[config.mk]
export PLATFORM = sky130hd
export DESIGN_NAME = rc5_core_sched_flat
export DESIGN_NICKNAME = d
export VERILOG_FILES = /design/src/rtl/rc5_pkg.sv /design/src/rtl/rc5_core_sched_if.sv /design/src/rtl/rr_arbiter.sv /design/src/rtl/rc5_core_sched.sv /design/src/flat_wrapper.sv
export SDC_FILE = /design/constraint.sdc
export NUM_CORES = 1
export LEC_CHECK = 0
export ABC_AREA = 1
export BUFFER_PORTS_ARGS = -buffer_cell sky130_fd_sc_hd__buf_2
export CORE_AREA = 3 3 222 224
export CTS_CLUSTER_DIAMETER = 60
export CTS_CLUSTER_SIZE = 30
export DETAILED_ROUTE_END_ITERATION = 12
export DIE_AREA = 0 0 225 227
export GPL_TIMING_DRIVEN = 0
export PLACE_DENSITY = 0.43
export SLEW_MARGIN = 20
export SYNTH_ARGS = -nofsm -noshare
export SYNTH_HDL_FRONTEND = slang
export SYNTH_SLANG_ARGS = --single-unit
[constraint.sdc]
create_clock -name clk -period 20.4 [get_ports clk]
set_clock_uncertainty 0.15 [all_clocks]
set_input_delay 3.06 -clock clk [delete_from_list [all_inputs] [get_ports clk]]
set_output_delay 3.06 -clock clk [all_outputs]
set_load 0.02 [all_outputs]
[src/rtl/rc5_pkg.sv]
// rc5_pkg: shared widths, operation and state encodings, and the job record
// used by the RC5 core request scheduler.
package rc5_pkg;
    localparam int RC5_WORD_W   = 32;
    localparam int RC5_KEY_W    = 128;
    localparam int RC5_ROUNDS_W = 5;

    typedef enum logic {
        ENC = 1'b0,
        DEC = 1'b1
    } rc5_op_e;

    typedef enum logic [1:0] {
        IDLE  = 2'd0,
        ISSUE = 2'd1,
        WAIT  = 2'd2,
        RESP  = 2'd3
    } sched_state_e;

    typedef struct packed {
        rc5_op_e                  op;
        logic [RC5_ROUNDS_W-1:0]  rounds;
        logic [RC5_KEY_W-1:0]     key;
        logic [RC5_WORD_W-1:0]    data;
    } rc5_job_t;
endpackage

[src/rtl/rc5_core_sched_if.sv]
// rc5_core_sched_if: requester-side job and response handshakes.
//   req_valid/req_ready  per-requester job handshake
//   req_op/rounds/key/data  job fields, one lane per requester
//   rsp_valid/rsp_ready  per-requester result handshake
//   rsp_data/rsp_err     shared result word and error flag
// master = requester side, slave = scheduler side.
interface rc5_core_sched_if #(
    parameter int N_REQ = 2
);
    import rc5_pkg::*;

    logic [N_REQ-1:0]                         req_valid;
    logic [N_REQ-1:0]                         req_ready;
    logic [N_REQ-1:0]                         req_op;
    logic [N_REQ-1:0][RC5_ROUNDS_W-1:0]       req_rounds;
    logic [N_REQ-1:0][RC5_KEY_W-1:0]          req_key;
    logic [N_REQ-1:0][RC5_WORD_W-1:0]         req_data;
    logic [N_REQ-1:0]                         rsp_valid;
    logic [N_REQ-1:0]                         rsp_ready;
    logic [RC5_WORD_W-1:0]                    rsp_data;
    logic                                     rsp_err;

    modport master (
        output req_valid, req_op, req_rounds, req_key, req_data, rsp_ready,
        input  req_ready, rsp_valid, rsp_data, rsp_err
    );

    modport slave (
        input  req_valid, req_op, req_rounds, req_key, req_data, rsp_ready,
        output req_ready, rsp_valid, rsp_data, rsp_err
    );
endinterface

[src/rtl/rr_arbiter.sv]
// rr_arbiter: combinational round-robin pick.
//   req    request vector
//   ptr    highest-priority index this cycle
//   grant  one-hot grant (all zero when no request)
//   idx    index of the granted requester (0 when none)
// Searches from ptr upward, wrapping, and grants the first request found.
module rr_arbiter #(
    parameter int N_REQ = 2,
    parameter int IDX_W = (N_REQ > 1) ? $clog2(N_REQ) : 1
) (
    input  logic [N_REQ-1:0] req,
    input  logic [IDX_W-1:0] ptr,
    output logic [N_REQ-1:0] grant,
    output logic [IDX_W-1:0] idx
);
    logic             found;
    logic [IDX_W-1:0] sel;

    always_comb begin
        grant = '0;
        idx   = '0;
        found = 1'b0;
        sel   = '0;
        for (int k = 0; k < N_REQ; k++) begin
            sel = IDX_W'((int'(ptr) + k) % N_REQ);
            if (!found && req[sel]) begin
                found      = 1'b1;
                grant[sel] = 1'b1;
                idx        = sel;
            end
        end
    end
endmodule

[src/rtl/rc5_core_sched.sv]
// rc5_core_sched: grants the single RC5 core to one requester job at a time.
//   clk, rst         clock; asynchronous active-low reset
//   bus              requester job/response handshakes (slave side)
//   core_encrypt/decrypt  one-cycle start strobes to the core
//   core_num_rounds, core_key, core_d_in  latched job operands
//   core_d_out, core_done  core result and completion pulse
// Flow: IDLE (arbitrate, accept) -> ISSUE (strobe) -> WAIT (watchdog)
//       -> RESP (hold result until the owner consumes it) -> IDLE.
module rc5_core_sched
    import rc5_pkg::*;
#(
    parameter int N_REQ   = 2,
    parameter int TIMEOUT = 1023
) (
    input  logic                     clk,
    input  logic                     rst,
    rc5_core_sched_if.slave          bus,
    output logic                     core_encrypt,
    output logic                     core_decrypt,
    output logic [RC5_ROUNDS_W-1:0]  core_num_rounds,
    output logic [RC5_KEY_W-1:0]     core_key,
    output logic [RC5_WORD_W-1:0]    core_d_in,
    input  logic [RC5_WORD_W-1:0]    core_d_out,
    input  logic                     core_done
);
    localparam int IDX_W = (N_REQ > 1) ? $clog2(N_REQ) : 1;
    localparam int CNT_W = $clog2(TIMEOUT + 1);

    sched_state_e           state, state_nxt;
    rc5_job_t               job;
    logic [IDX_W-1:0]       owner;
    logic [IDX_W-1:0]       rr_ptr;
    logic [CNT_W-1:0]       wd_cnt;
    logic [RC5_WORD_W-1:0]  rsp_data_q;
    logic                   rsp_err_q;

    logic [N_REQ-1:0]       grant;
    logic [IDX_W-1:0]       grant_idx;
    logic [N_REQ-1:0]       req_ready_c;
    logic [N_REQ-1:0]       rsp_valid_c;
    logic                   accept;
    logic                   rsp_load;
    logic [RC5_WORD_W-1:0]  rsp_data_nxt;
    logic                   rsp_err_nxt;
    logic                   rsp_done;

    // Reset asserts asynchronously but releases on a clock edge, so every
    // flop below leaves reset in the same cycle.
    logic [1:0] rst_sync;
    logic       rst_int_n;

    always_ff @(posedge clk or negedge rst) begin
        if (!rst) rst_sync <= 2'b00;
        else      rst_sync <= {rst_sync[0], 1'b1};
    end
    assign rst_int_n = rst_sync[1];

    rr_arbiter #(.N_REQ(N_REQ), .IDX_W(IDX_W)) u_arb (
        .req   (bus.req_valid),
        .ptr   (rr_ptr),
        .grant (grant),
        .idx   (grant_idx)
    );

    always_ff @(posedge clk or negedge rst_int_n) begin
        if (!rst_int_n) state <= IDLE;
        else            state <= state_nxt;
    end

    always_comb begin
        state_nxt    = state;
        accept       = 1'b0;
        rsp_load     = 1'b0;
        rsp_data_nxt = '0;
        rsp_err_nxt  = 1'b0;
        rsp_done     = 1'b0;
        core_encrypt = 1'b0;
        core_decrypt = 1'b0;
        req_ready_c  = '0;
        case (state)
            IDLE: begin
                // Gated by the internal reset so nothing is offered while
                // the scheduler is still held in reset.
                if (rst_int_n) begin
                    req_ready_c = grant;
                    if (|grant) begin
                        accept = 1'b1;
                        if (bus.req_rounds[grant_idx] == '0) begin
                            rsp_load    = 1'b1;
                            rsp_err_nxt = 1'b1;
                            state_nxt   = RESP;
                        end else begin
                            state_nxt = ISSUE;
                        end
                    end
                end
            end
            ISSUE: begin
                core_encrypt = (job.op == ENC);
                core_decrypt = (job.op == DEC);
                state_nxt    = WAIT;
            end
            WAIT: begin
                // A done arriving on the last watchdog cycle still wins.
                if (core_done) begin
                    rsp_load     = 1'b1;
                    rsp_data_nxt = core_d_out;
                    state_nxt    = RESP;
                end else if (wd_cnt == CNT_W'(TIMEOUT)) begin
                    rsp_load    = 1'b1;
                    rsp_err_nxt = 1'b1;
                    state_nxt   = RESP;
                end
            end
            RESP: begin
                if (bus.rsp_ready[owner]) begin
                    rsp_done  = 1'b1;
                    state_nxt = IDLE;
                end
            end
            default: state_nxt = IDLE;
        endcase
    end

    always_ff @(posedge clk or negedge rst_int_n) begin
        if (!rst_int_n) begin
            job        <= '0;
            owner      <= '0;
            rr_ptr     <= '0;
            wd_cnt     <= '0;
            rsp_data_q <= '0;
            rsp_err_q  <= 1'b0;
        end else begin
            if (accept) begin
                job.op     <= rc5_op_e'(bus.req_op[grant_idx]);
                job.rounds <= bus.req_rounds[grant_idx];
                job.key    <= bus.req_key[grant_idx];
                job.data   <= bus.req_data[grant_idx];
                owner      <= grant_idx;
            end
            if (rsp_load) begin
                rsp_data_q <= rsp_data_nxt;
                rsp_err_q  <= rsp_err_nxt;
            end
            // Zero on entry to WAIT, so the first WAIT cycle sees 0.
            if (state == WAIT) wd_cnt <= wd_cnt + 1'b1;
            else               wd_cnt <= '0;
            if (rsp_done) begin
                rr_ptr <= (owner == IDX_W'(N_REQ - 1)) ? '0 : owner + 1'b1;
            end
        end
    end

    always_comb begin
        rsp_valid_c = '0;
        if (state == RESP) rsp_valid_c[owner] = 1'b1;
    end

    assign bus.req_ready   = req_ready_c;
    assign bus.rsp_valid   = rsp_valid_c;
    assign bus.rsp_data    = rsp_data_q;
    assign bus.rsp_err     = rsp_err_q;
    assign core_num_rounds = job.rounds;
    assign core_key        = job.key;
    assign core_d_in       = job.data;
endmodule

[src/flat_wrapper.sv]
// flat-port wrapper written by rule: the top's interface ports become plain ports
module rc5_core_sched_flat import rc5_pkg::*;
#(
    parameter int N_REQ   = 2,
    parameter int TIMEOUT = 1023
)
  (clk, rst, core_encrypt, core_decrypt, core_num_rounds, core_key, core_d_in, core_d_out, core_done, bus_req_valid, bus_req_op, bus_req_rounds, bus_req_key, bus_req_data, bus_rsp_ready, bus_req_ready, bus_rsp_valid, bus_rsp_data, bus_rsp_err);
  rc5_core_sched_if #(.N_REQ(N_REQ)) bus_i ();
  input  logic clk;
  input  logic rst;
  output logic core_encrypt;
  output logic core_decrypt;
  output logic [RC5_ROUNDS_W-1:0] core_num_rounds;
  output logic [RC5_KEY_W-1:0] core_key;
  output logic [RC5_WORD_W-1:0] core_d_in;
  input  logic [RC5_WORD_W-1:0] core_d_out;
  input  logic core_done;
  input wire logic [$bits(bus_i.req_valid)-1:0] bus_req_valid;
  input wire logic [$bits(bus_i.req_op)-1:0] bus_req_op;
  input wire logic [$bits(bus_i.req_rounds)-1:0] bus_req_rounds;
  input wire logic [$bits(bus_i.req_key)-1:0] bus_req_key;
  input wire logic [$bits(bus_i.req_data)-1:0] bus_req_data;
  input wire logic [$bits(bus_i.rsp_ready)-1:0] bus_rsp_ready;
  output wire logic [$bits(bus_i.req_ready)-1:0] bus_req_ready;
  output wire logic [$bits(bus_i.rsp_valid)-1:0] bus_rsp_valid;
  output wire logic [$bits(bus_i.rsp_data)-1:0] bus_rsp_data;
  output wire logic [$bits(bus_i.rsp_err)-1:0] bus_rsp_err;
  assign bus_i.req_valid = bus_req_valid;
  assign bus_i.req_op = bus_req_op;
  assign bus_i.req_rounds = bus_req_rounds;
  assign bus_i.req_key = bus_req_key;
  assign bus_i.req_data = bus_req_data;
  assign bus_i.rsp_ready = bus_rsp_ready;
  assign bus_req_ready = bus_i.req_ready;
  assign bus_rsp_valid = bus_i.rsp_valid;
  assign bus_rsp_data = bus_i.rsp_data;
  assign bus_rsp_err = bus_i.rsp_err;
  rc5_core_sched #(.N_REQ(N_REQ), .TIMEOUT(TIMEOUT)) u_core (.clk(clk), .rst(rst), .bus(bus_i), .core_encrypt(core_encrypt), .core_decrypt(core_decrypt), .core_num_rounds(core_num_rounds), .core_key(core_key), .core_d_in(core_d_in), .core_d_out(core_d_out), .core_done(core_done));
endmodule
# After elaboration in Yosys (flattened, before gate mapping)
# Cells that the tools add are included.
# word_totals
register_bits	215
latch_bits	0
ramBits	0
mem_bits_ro	0
output_inout_bits	204
wordCells	94
n_memories	0
# op_classes
add_sub_neg	3
n_mul	0
div_mod_pow	0
n_lt_le_gt_ge	7
eq_ne	8
n_shift	0
n_mux	54
bitwise_logic	2
n_reduce_logical	9
# ops
op	n
$mux W128	2
$mux W32	4
$mux W1	28
$mux W2	11
$add A10 B1 Y10 const B	1
$eq A10 B10 Y1 const B	1
$mux W10	1
$mux W5	2
$lt A1 B2 Y1 const B	4
$pmux W2 S4	1
$ne A2 B1 Y1 const B	3
$logic_not A5 Y1	1
$eq A2 B2 Y1 const B	2
$logic_and A1 B1 Y1	4
$pmux W1 S2	2
$reduce_and A4 Y1	1
$demux W1 S1	3
$ge A1 B1 Y1 const B	3
$ne A3 B2 Y1 const B	1
$add A1 B1 Y1 const B	2
$eq A2 B1 Y1 const B	1
$logic_not A2 Y1	1
$or A2 B2 Y2	1
$reduce_or A2 Y1	1
other kinds (2)	2

# Logic depth before layout (Yosys ltp)
# Gate-level depths: netlist of run 1.
# depth
word_depth	13
depth_mapped	11
mapped_depth_nobuf	11

# Hierarchy
# Synthesis of run 1 repeated with hierarchy kept, for this count alone.
# unflattened
hier_cells	1356
area_unflattened_um2	10956.8
# by_module_without_submodules
module	instances	cells_per_inst	area_per_inst_um2	seq_area_each_um2
rc5_core_sched	1	1351	10928.0	5380.2
rr_arbiter	1	5	28.8	0.0

# Worst setup path before layout of run 1
# OpenSTA, ideal clock, no wires.
# synth_path
path_kind	register to output
startpoint	register u_core.rst_sync[1]
endpoint	output bus_req_ready[1]
arrival_ns	6.188
t_required_ns	17.190
path_slack_ns	11.002
path_stages_with_launch	3
path_buffers	0
path_cell_list	dfrtp_1 nand2_1 nor2_1
# synth_between
elab_chain_cells	2
# synth_lines
item	line	text
from (decl)	rc5_core_sched.sv:49	logic [1:0] rst_sync;
from (signal assigned)	rc5_core_sched.sv:54	else rst_sync <= {rst_sync[0], 1'b1};
$mux W2	rc5_core_sched.sv:84	if (rst_int_n) begin
$mux W2	rc5_core_sched.sv:80	case (state)
to (decl)	flat_wrapper.sv:24	output wire logic [$bits(bus_i.req_ready)-1:0] bus_req_ready;
# No other way between the ends.

# Final worst setup path of run 1
# layout_path
startpoint	input bus_req_valid[0]
endpoint	output bus_req_ready[1]
# layout_between
elab_chain_cells	8
elab_cells_between_ends	12
cone_classes	mux (9); bitwise (1); reduce/logical (2)
# layout_lines
item	line	text
from (decl)	flat_wrapper.sv:18	input wire logic [$bits(bus_i.req_valid)-1:0] bus_req_valid;
$mux W1 (implied by the code) (2 in a row)	rr_arbiter.sv:26	if (!found && req[sel]) begin
$mux W1	rr_arbiter.sv:26	
$logic_not A1 Y1	rr_arbiter.sv:26	
$logic_and A1 B1 Y1	rr_arbiter.sv:26	
$mux W2 (*)	rr_arbiter.sv:26	
$mux W2 (*)	rc5_core_sched.sv:84	
$mux W2 (*)	rc5_core_sched.sv:80	
# Every way passes the cells marked *; elsewhere a longest branch is shown, timed or not. The select of a mux whose other input is x is not followed.

==> results of run 1 <==
-- layer usage --
| metal | global-route usage (%) | vias to the layer above |
|---|---|---|
| met4 | 5.577 | 18 |
| met1 | 21.40 | 5284 |
| li1 | - | 5433 |
| met5 | 0 | - |
| met2 | 30.33 | 413 |
| met3 | 5.970 | 73 |
-- worst reg2reg max path: cells and delay by family (launching register included) --
| kind | cells | cell delay, ns |
|---|---|---|
| and+or+nand+nor | 3 | 0.67 |
| buffers and inverters | 2 | 0.76 |
| DFF | 1 | 0.85 |
| AOI/OAI and AO/OA | 1 | 0.12 |
-- area by class of cell --
| class | instances | area [um2] | share of cell area [%] |
|---|---|---|---|
| repair buffers | 578 | 2983 | 18.84 |
| plain buffers | 246 | 1632 | 10.30 |
| inverters | 26 | 100.1 | 0.6321 |
| multi-input cells | 851 | 3774 | 23.83 |
| well taps | 615 | 769.5 | 4.859 |
| clock buffers | 40 | 957.2 | 6.045 |
| flip-flops and latches | 215 | 5384 | 34.00 |
| clock inverters | 22 | 221.5 | 1.399 |
| diodes | 6 | 15.01 | 0.09482 |
-- stage by stage --
step / total power, mW / std cells / utilization, % / hold WS [ns]
3_3_place_gp: 1.945 / 2527 / 30.56 / 0.1889
4_1_cts: 2.579 / 2593 / 33.27 / 0.2140
3_5_place_dp: 1.955 / 2531 / 30.79 / 0.1857
5_1_grt: 2.716 / 2595 / 33.28 / 0.2290
6_report: 2.535 / 2599 / 33.31 / 0.2114
2_1_floorplan: 1.538 / 1338 / - / 0.1812
-- registers in the layout (all words and copies together) (netlist names) --
| name | cells |
|---|---|
| u_core.core_key | 128 |
| u_core.bus.rsp_data | 32 |
| u_core.core_d_in | 32 |
| u_core.wd_cnt | 10 |
| u_core.core_num_rounds | 5 |
| u_core.rst_sync | 2 |
| u_core.state | 2 |
| u_core.bus.rsp_err | 1 |
| u_core.job | 1 |
| u_core.owner | 1 |
| u_core.rr_ptr | 1 |
-- how the worst max path moves through the flow --
stage | start | end | slack (ns) | cells past startpoint
floorplan | u_core.rst_sync[1] | bus_req_ready[1] | 11.00 | 2
global placement | u_core.rst_sync[1] | bus_req_ready[1] | 7.64 | 3
detailed placement | bus_req_valid[0] | bus_req_ready[1] | 12.85 | 7
CTS | bus_req_valid[0] | bus_req_ready[1] | 12.84 | 7
global route | bus_req_valid[0] | bus_req_ready[1] | 12.82 | 7
finish | bus_req_valid[0] | bus_req_ready[1] | 12.94 | 7
-- cell usage in the layout, fill, tap and decap left out, types with 4 or more instances in the layout --
cell	instances
diode_2	6
a21oi_1	330
buf_4	165
clkbuf_16	37
buf_2	621
dfrtp_1	214
inv_6	5
nand2_1	269
nand3_1	41
buf_6	4
nor2_1	179
o21ai_0	8
clkinv_2	7
inv_1	24
clkbuf_1	31
buf_16	4
ha_1	5
-- logic make-up after synthesis --
group | count (synthesis)
and+or+nand+nor | 501
AOI/OAI and AO/OA | 344
buffers and inverters | 272
DFF | 215
adders and majority gates | 5
other | 1
-- cells in the mapped netlist, types with 2 or more instances --
master,count,area share [%]
a21oi_1,330,15
nand2_1,269,9.3
dfrtp_1,215,49
nor2_1,179,6.2
buf_4,165,11
buf_2,47,2.2
nand3_1,41,1.9
clkbuf_1,30,1.0
inv_1,24,0.83
o21ai_0,8,0.37
ha_1,5,0.57
buf_6,4,0.41
nor3_1,3,0.14
o21ai_1,3,0.14
a31oi_1,2,0.11
nand2_2,2,0.11
or2_2,2,0.11
-- power breakdown --
part	internal (mW)	switching [mW]	total, mW
Sequential	0.626	0.110	0.736
Clock	0.369	0.235	0.604
Combinational	0.498	0.696	1.19
Total	1.49	1.04	2.53
==> metrics.yaml, run 1 <==
outcome: "finished, final reports clean"
chipHeight_um: 227
drt_iter0_drc: 485
ys_ff_latch: 215
port_buffers: 574
met1_length_mm: 19.11
worstHoldEndpoint: "u_core.rst_sync[1]"
hold_depth: 0
r2r_end: "u_core.core_key[116]"
num_vias: 11221
synth-compound-area-share_pct: 15.86
grt_setup_unrepaired: "no"
ys_warn_count: 0
place_congestion: 0.8089
path_max_fanout: 10
wirelength_mm: 47.39
fin_ws_ns: 12.94
final_layout_size_suffix_gt1_share_pct: 43.78
antenna_found_initial: 16
postCtsHoldBufs: 0
synth_fa_ha_area_share_pct: 0.5747
antenna_left: 0
clkSlewWorstSetupHoldPaths_ns: 0.06
htreeDepth: 2
vias_per_cell: 4.317
timing.final.hold_violations: 0
start_util_pct: 22.89
hp-start: "u_core.rst_sync[0]"
worstPathArrival_ns: 4.25
fillerInstances: 5187
syn_nets: 1714
slowest_delay_ns: 0.36
drt-pass1-iter-count: 5
fin_crit_ns: 7.461
die_w_um: 225
cp_slowest_cell: "buf_2"
fmax_mhz: 134.0
grt_max_degree: 49
cts_sinks: 215
crit_type: "in2out"
design_area_mm2: 0.01584
post_cts_resized: 0
synth-edff-count: 0
syn2layout_area_growth_pct: 45.47
ff2ff_setup_slack_ns: 17.77
r2r-start: "u_core.rst_sync[1]"
worstPathRequired_ns: 17.19
slew_violations: 0
insertion_delay_ns: 0.53
synthDistinctLibCells: 26
dpl_worst_slack_ns: 12.85
maxCapViolations: 0
max-vdd-ir-drop_mv: 0.07440
critPathBufInv: 4
maxSlewHeadroom_pct: 44.24
cp-start-kind: "input port"
drc: 0
cellPowerDensity_mw_per_mm2: 160.1
holdCritPathClass: "reg2reg"
die_area_mm2: 0.05108
yosysSeqAreaShare_pct: 49.43
dr.max_layer_used: "met5"
num-nets-final: 2328
overflow: 0
syn_area_per_cell_um2: 8.136
grt_pass1_vias: 11627
grt_pass1_wl_mm: 69.68
p_leak_nw: 8.051
cts_buffer_depth: 3
ioPinCount: 575
crit_top_cell: "buf_2"
grt_usage_pct: 17.81
dr_wl_met3_mm: 4.168
cp-end-kind: "primary output"
cp_cell_sequence: "buf_2, nand2_2, nand2_4, buf_6, buf_2, nor2_1, buf_2"
core_region_area_mm2: 0.04755
worstMarginPinSlew_ns: 0.8363
syn_area_mm2: 0.01089
yosys.area_share.simple_pct: 18.20
synth_top_family_by_area: "simple AND/OR/NAND/NOR gates"
synth_flop_cell: "dfrtp_1"
post_cts_buffers: 0
synthCells: 1338
cts_tree: "done"
synth-xor-area-share_pct: 0
setup_viol: 0
cts_buffers: 34
async_reset_ff_share_pct: 100.0
fin_crit_sh_pct: 36.57
clockRootBuffer: "clkbuf_16"
tns_ns: 0
placed_cell_area_mm2: 0.01464
crit_family: "buffers and inverters"
wl_per_cell_um: 18.24
synthMuxAreaShare_pct: 0
row_count: 80
dp_hpwl_mm: 37.36
wl_met2_mm: 22.79
ff2ff_path_depth: 6
Note: power is estimated with default switching activity, not from simulation.
==> run 2: changes to the inputs <==
ABC_AREA = 0   (was 1)
CORE_AREA = 3 3 225 227   (was 3 3 222 224)
DIE_AREA = 0 0 228 230   (was 0 0 225 227)
PLACE_DENSITY = 0.44   (was 0.43)
clock period = 6.24 ns   (was 20.4 ns; I/O delays follow)
==> run 2 against run 1 <==
Routed wire length down 9.2%. Sequential power rose to 3.2 times the previous value. Setup slack worse by 10 ns. Register-to-register slack worse by 14 ns. Design area up 0.47%. Clock-buffer cell count down 8. First-iteration DRC count down 22%. Largest cell class unchanged. Clock power rose to 2.8 times the previous value. Non-clock buffer count down 14. Critical endpoint unchanged.
==> metrics.yaml, run 2 <==
slowest_delay_ns: 0.68  # was 0.36 ns
power_switching_mw: 2.985  # was 1.041 mW
antenna_found_initial: 2  # was 16
synthDistinctLibCells: 37  # was 26
synth_flop_cell: "dfrtp_1"  # unchanged
fmax_mhz: 298.5
yosys.area_share.simple_pct: 8.813  # was 18.20%
synth_area_leaders: "dfrtp_1 (48%), mux2i_1 (15%), buf_4 (11%), nand2_1 (7.0%), o21ai_0 (6.5%)"  # was dfrtp_1 (49%), a21oi_1 (15%), buf_4 (11%), nand2_1 (9.3%), nor2_1 (6.2%)
slew_violations: 0  # unchanged
chipHeight_um: 230  # was 227 um
clockRootBuffer: "clkbuf_16"  # unchanged
num-nets-final: 2108  # was 2328
maxCapViolations: 0  # unchanged
setup_viol: 0  # unchanged
yosys.area.top_type: "dfrtp_1"  # unchanged
port_buffers: 573  # was 574
worstPathRequired_ns: 5.15  # was 17.19 ns
synth-xor-area-share_pct: 0.3939  # was 0%
p_clk_share_pct: 22.7  # was 23.8%
final_layout_size_suffix_gt1_share_pct: 48.26  # was 43.78%
core_region_area_mm2: 0.04885  # was 0.04755 mm2
mostFrequentLayoutCells: "buf_2 (612), dfrtp_1 (214), nand2_1 (207)"  # was buf_2 (621), a21oi_1 (330), nand2_1 (269)
clkSlewWorstSetupHoldPaths_ns: 0.06  # about the same
ff2ff_path_depth: 7  # was 6
antenna_left: 0  # unchanged
die_area_mm2: 0.05244  # was 0.05108 mm2
yosys-top-cells-count: "dfrtp_1 (215), nand2_1 (207), mux2i_1 (169), buf_4 (167), o21ai_0 (145)"  # was a21oi_1 (330), nand2_1 (269), dfrtp_1 (215), nor2_1 (179), buf_4 (165)
pwr-share-seq_pct: 31.1  # was 29.0%
die_w_um: 228  # was 225 um
drt-pass1-iter-count: 4  # was 5
cp_slowest_cell: "dfrtp_4"  # was buf_2
design_area_mm2: 0.01591  # was 0.01584 mm2
timing.final.hold_violations: 0  # unchanged
drc: 0  # unchanged
synthMuxAreaShare_pct: 15.22  # was 0%
row_count: 81  # was 80
start_util_pct: 22.76  # was 22.89%
drt_iter0_drc: 378  # was 485
ys_ff_latch: 215  # unchanged
cts_sinks: 215  # unchanged
cp-start-kind: "flip-flop"  # was input port
grt_setup_unrepaired: "no"  # unchanged
holdCritPathClass: "reg2async"  # was reg2reg
num_vias: 9852  # was 11221
path_max_fanout: 48  # was 10
insertion_delay_ns: 0.56  # was 0.53 ns
synth_most_common_cell: "dfrtp_1"  # was a21oi_1
cts_buffers: 27  # was 34
synth_fa_ha_area_share_pct: 0.5627  # was 0.5747%
syn_area_mm2: 0.01112  # was 0.01089 mm2
syn_nets: 1501  # was 1714
wl_per_cell_um: 17.79  # was 18.24 um
power_mw: 7.469  # was 2.535 mW
final_common_cell: "buf_2"  # unchanged
ioPinCount: 575  # unchanged
grt_pass1_wl_mm: 64.38  # was 69.68 mm
worstMarginPinSlew_ns: 0.9372  # was 0.8363 ns
worstPathArrival_ns: 2.26  # was 4.25 ns
grt_pass1_vias: 10471  # was 11627
grt_usage_pct: 15.82  # was 17.81%
combPwrFrac_pct: 46.2  # was 47.1%
cp-end-kind: "primary output"  # unchanged
synth-compound-area-share_pct: 10.95  # was 15.86%
netSwitchingFraction_pct: 39.97  # was 41.07%
cts_buffer_depth: 3  # unchanged
ys_warn_count: 0  # unchanged
yosysSeqAreaShare_pct: 48.40  # was 49.43%
cellPowerDensity_mw_per_mm2: 469.5  # was 160.1 mW/mm2
post_cts_resized: 0  # unchanged
synthCells: 1125  # was 1338
crit_type: "reg2out"  # was in2out
syn_area_per_cell_um2: 9.882  # was 8.136 um2
overflow: 0  # unchanged
fin_crit_sh_pct: 53.68
p_int_mw: 4.483  # was 1.494 mW
maxSlewHeadroom_pct: 37.52  # was 44.24%
post_cts_buffers: 0  # unchanged
grt_max_degree: 53  # was 49
cp_cell_sequence: "buf_16, o211a_1, nand3_1, inv_1, buf_2"  # was buf_2, nand2_2, nand2_4, buf_6, buf_2, nor2_1, buf_2
outcome: "finished, final reports clean"  # unchanged
dp_hpwl_mm: 34.40  # was 37.36 mm
syn2layout_area_growth_pct: 43.11  # was 45.47%
placed_cell_area_mm2: 0.01493  # was 0.01464 mm2
largest_register_ffs: 128  # unchanged
max-vdd-ir-drop_mv: 0.2184  # was 0.07440 mV
p_leak_nw: 8.736  # was 8.051 nW
cts_tree: "done"  # unchanged
wirelength_mm: 43.01  # was 47.39 mm
async_reset_ff_share_pct: 100.0  # unchanged
synth_top_family_by_area: "buffers and inverters"  # was simple AND/OR/NAND/NOR gates
htreeDepth: 1  # was 2
synth.top_cell.area_share_pct: 48.40  # was 49.43%
postCtsHoldBufs: 1  # was 0
fin_crit_ns: 3.350
vias_per_cell: 4.074  # was 4.317
synth-edff-count: 0  # unchanged
place_congestion: 0.9374  # was 0.8089
-- run 2: cells by family (layout without fill, tap and decap cells) --
family / count (synthesis) / in the layout
AO/OA/AOI/OAI: 218 / 218
XOR/XNOR: 5 / 5
adder cells (fa/ha/maj): 5 / 5
buffers and inverters: 271 / 899
flip-flops: 215 / 215
multiplexers: 169 / 169
other: 1 / 2
AND/OR/NAND/NOR: 241 / 241
-- run 2: power by group through the flow --
stage	combinational (mW)	sequential [mW]	clock, mW
6_report	3.45	2.32	1.69
5_1_grt	3.78	2.41	1.81
4_1_cts	3.53	2.33	1.75
3_5_place_dp	3.53	2.34	0
3_3_place_gp	3.47	2.36	0
2_1_floorplan	2.22	2.40	0
-- run 2: worst paths after layout --
kind                                     from                 endpoint  slack [ns]
hold / removal             u_core.rst_sync[1]  u_core.bus.rsp_data[26]        0.11
hold reg to reg            u_core.rst_sync[1]  u_core.bus.rsp_data[26]        0.11
min in group clk           u_core.rst_sync[0]       u_core.rst_sync[1]        0.21
max in group asynchronous  u_core.rst_sync[1]      u_core.core_key[47]        4.86
setup / recovery           u_core.rst_sync[1]         bus_req_ready[1]        2.89
setup reg to reg           u_core.rst_sync[1]          u_core.job[165]        3.36
-- run 2: stage by stage --
| step | hold WS [ns] | cells | util [%] | worst slack [ns] | TNS, ns |
|---|---|---|---|---|---|
| floorplan | 0.1811 | 1125 | - | 1.578 | 0 |
| global placement | 0.1870 | 2362 | 30.33 | -1.289 | -193.43 |
| detailed placement | 0.1231 | 2366 | 30.56 | 2.701 | 0 |
| CTS | 0.1290 | 2417 | 32.56 | 2.808 | 0 |
| global route | 0.1447 | 2418 | 32.57 | 2.666 | 0 |
| finish | 0.1096 | 2418 | 32.57 | 2.890 | 0 |
-- run 2: layout make-up --
class / count / area (um2)
clock inverter: 18 / 252.7
fill: 5278 / 32940
clock buffer: 32 / 714.4
sequential: 215 / 5384
inverter: 39 / 146.4
antenna: 1 / 2.502
buffer: 232 / 1592
multi-input combinational: 639 / 3999
timing repair buffer: 578 / 2988
tap: 664 / 830.8
-- run 2: metal layers --
| metal | part of all wire [%] | global-route usage (%) | routed length, um |
|---|---|---|---|
| met5 | 0 | 0 | 0 |
| met4 | 1.9 | 2.999 | 819 |
| met3 | 6.9 | 4.386 | 2963 |
| met1 | 42 | 19.42 | 18070 |
| met2 | 49 | 27.88 | 21160 |
-- run 2: critical path, delay by kind of cell, from the launching register on --
kind | cells | cell delay (ns)
buffers and inverters | 3 | 0.57
flip-flops | 1 | 0.68
AO/OA/AOI/OAI | 1 | 0.21
AND/OR/NAND/NOR | 1 | 0.19
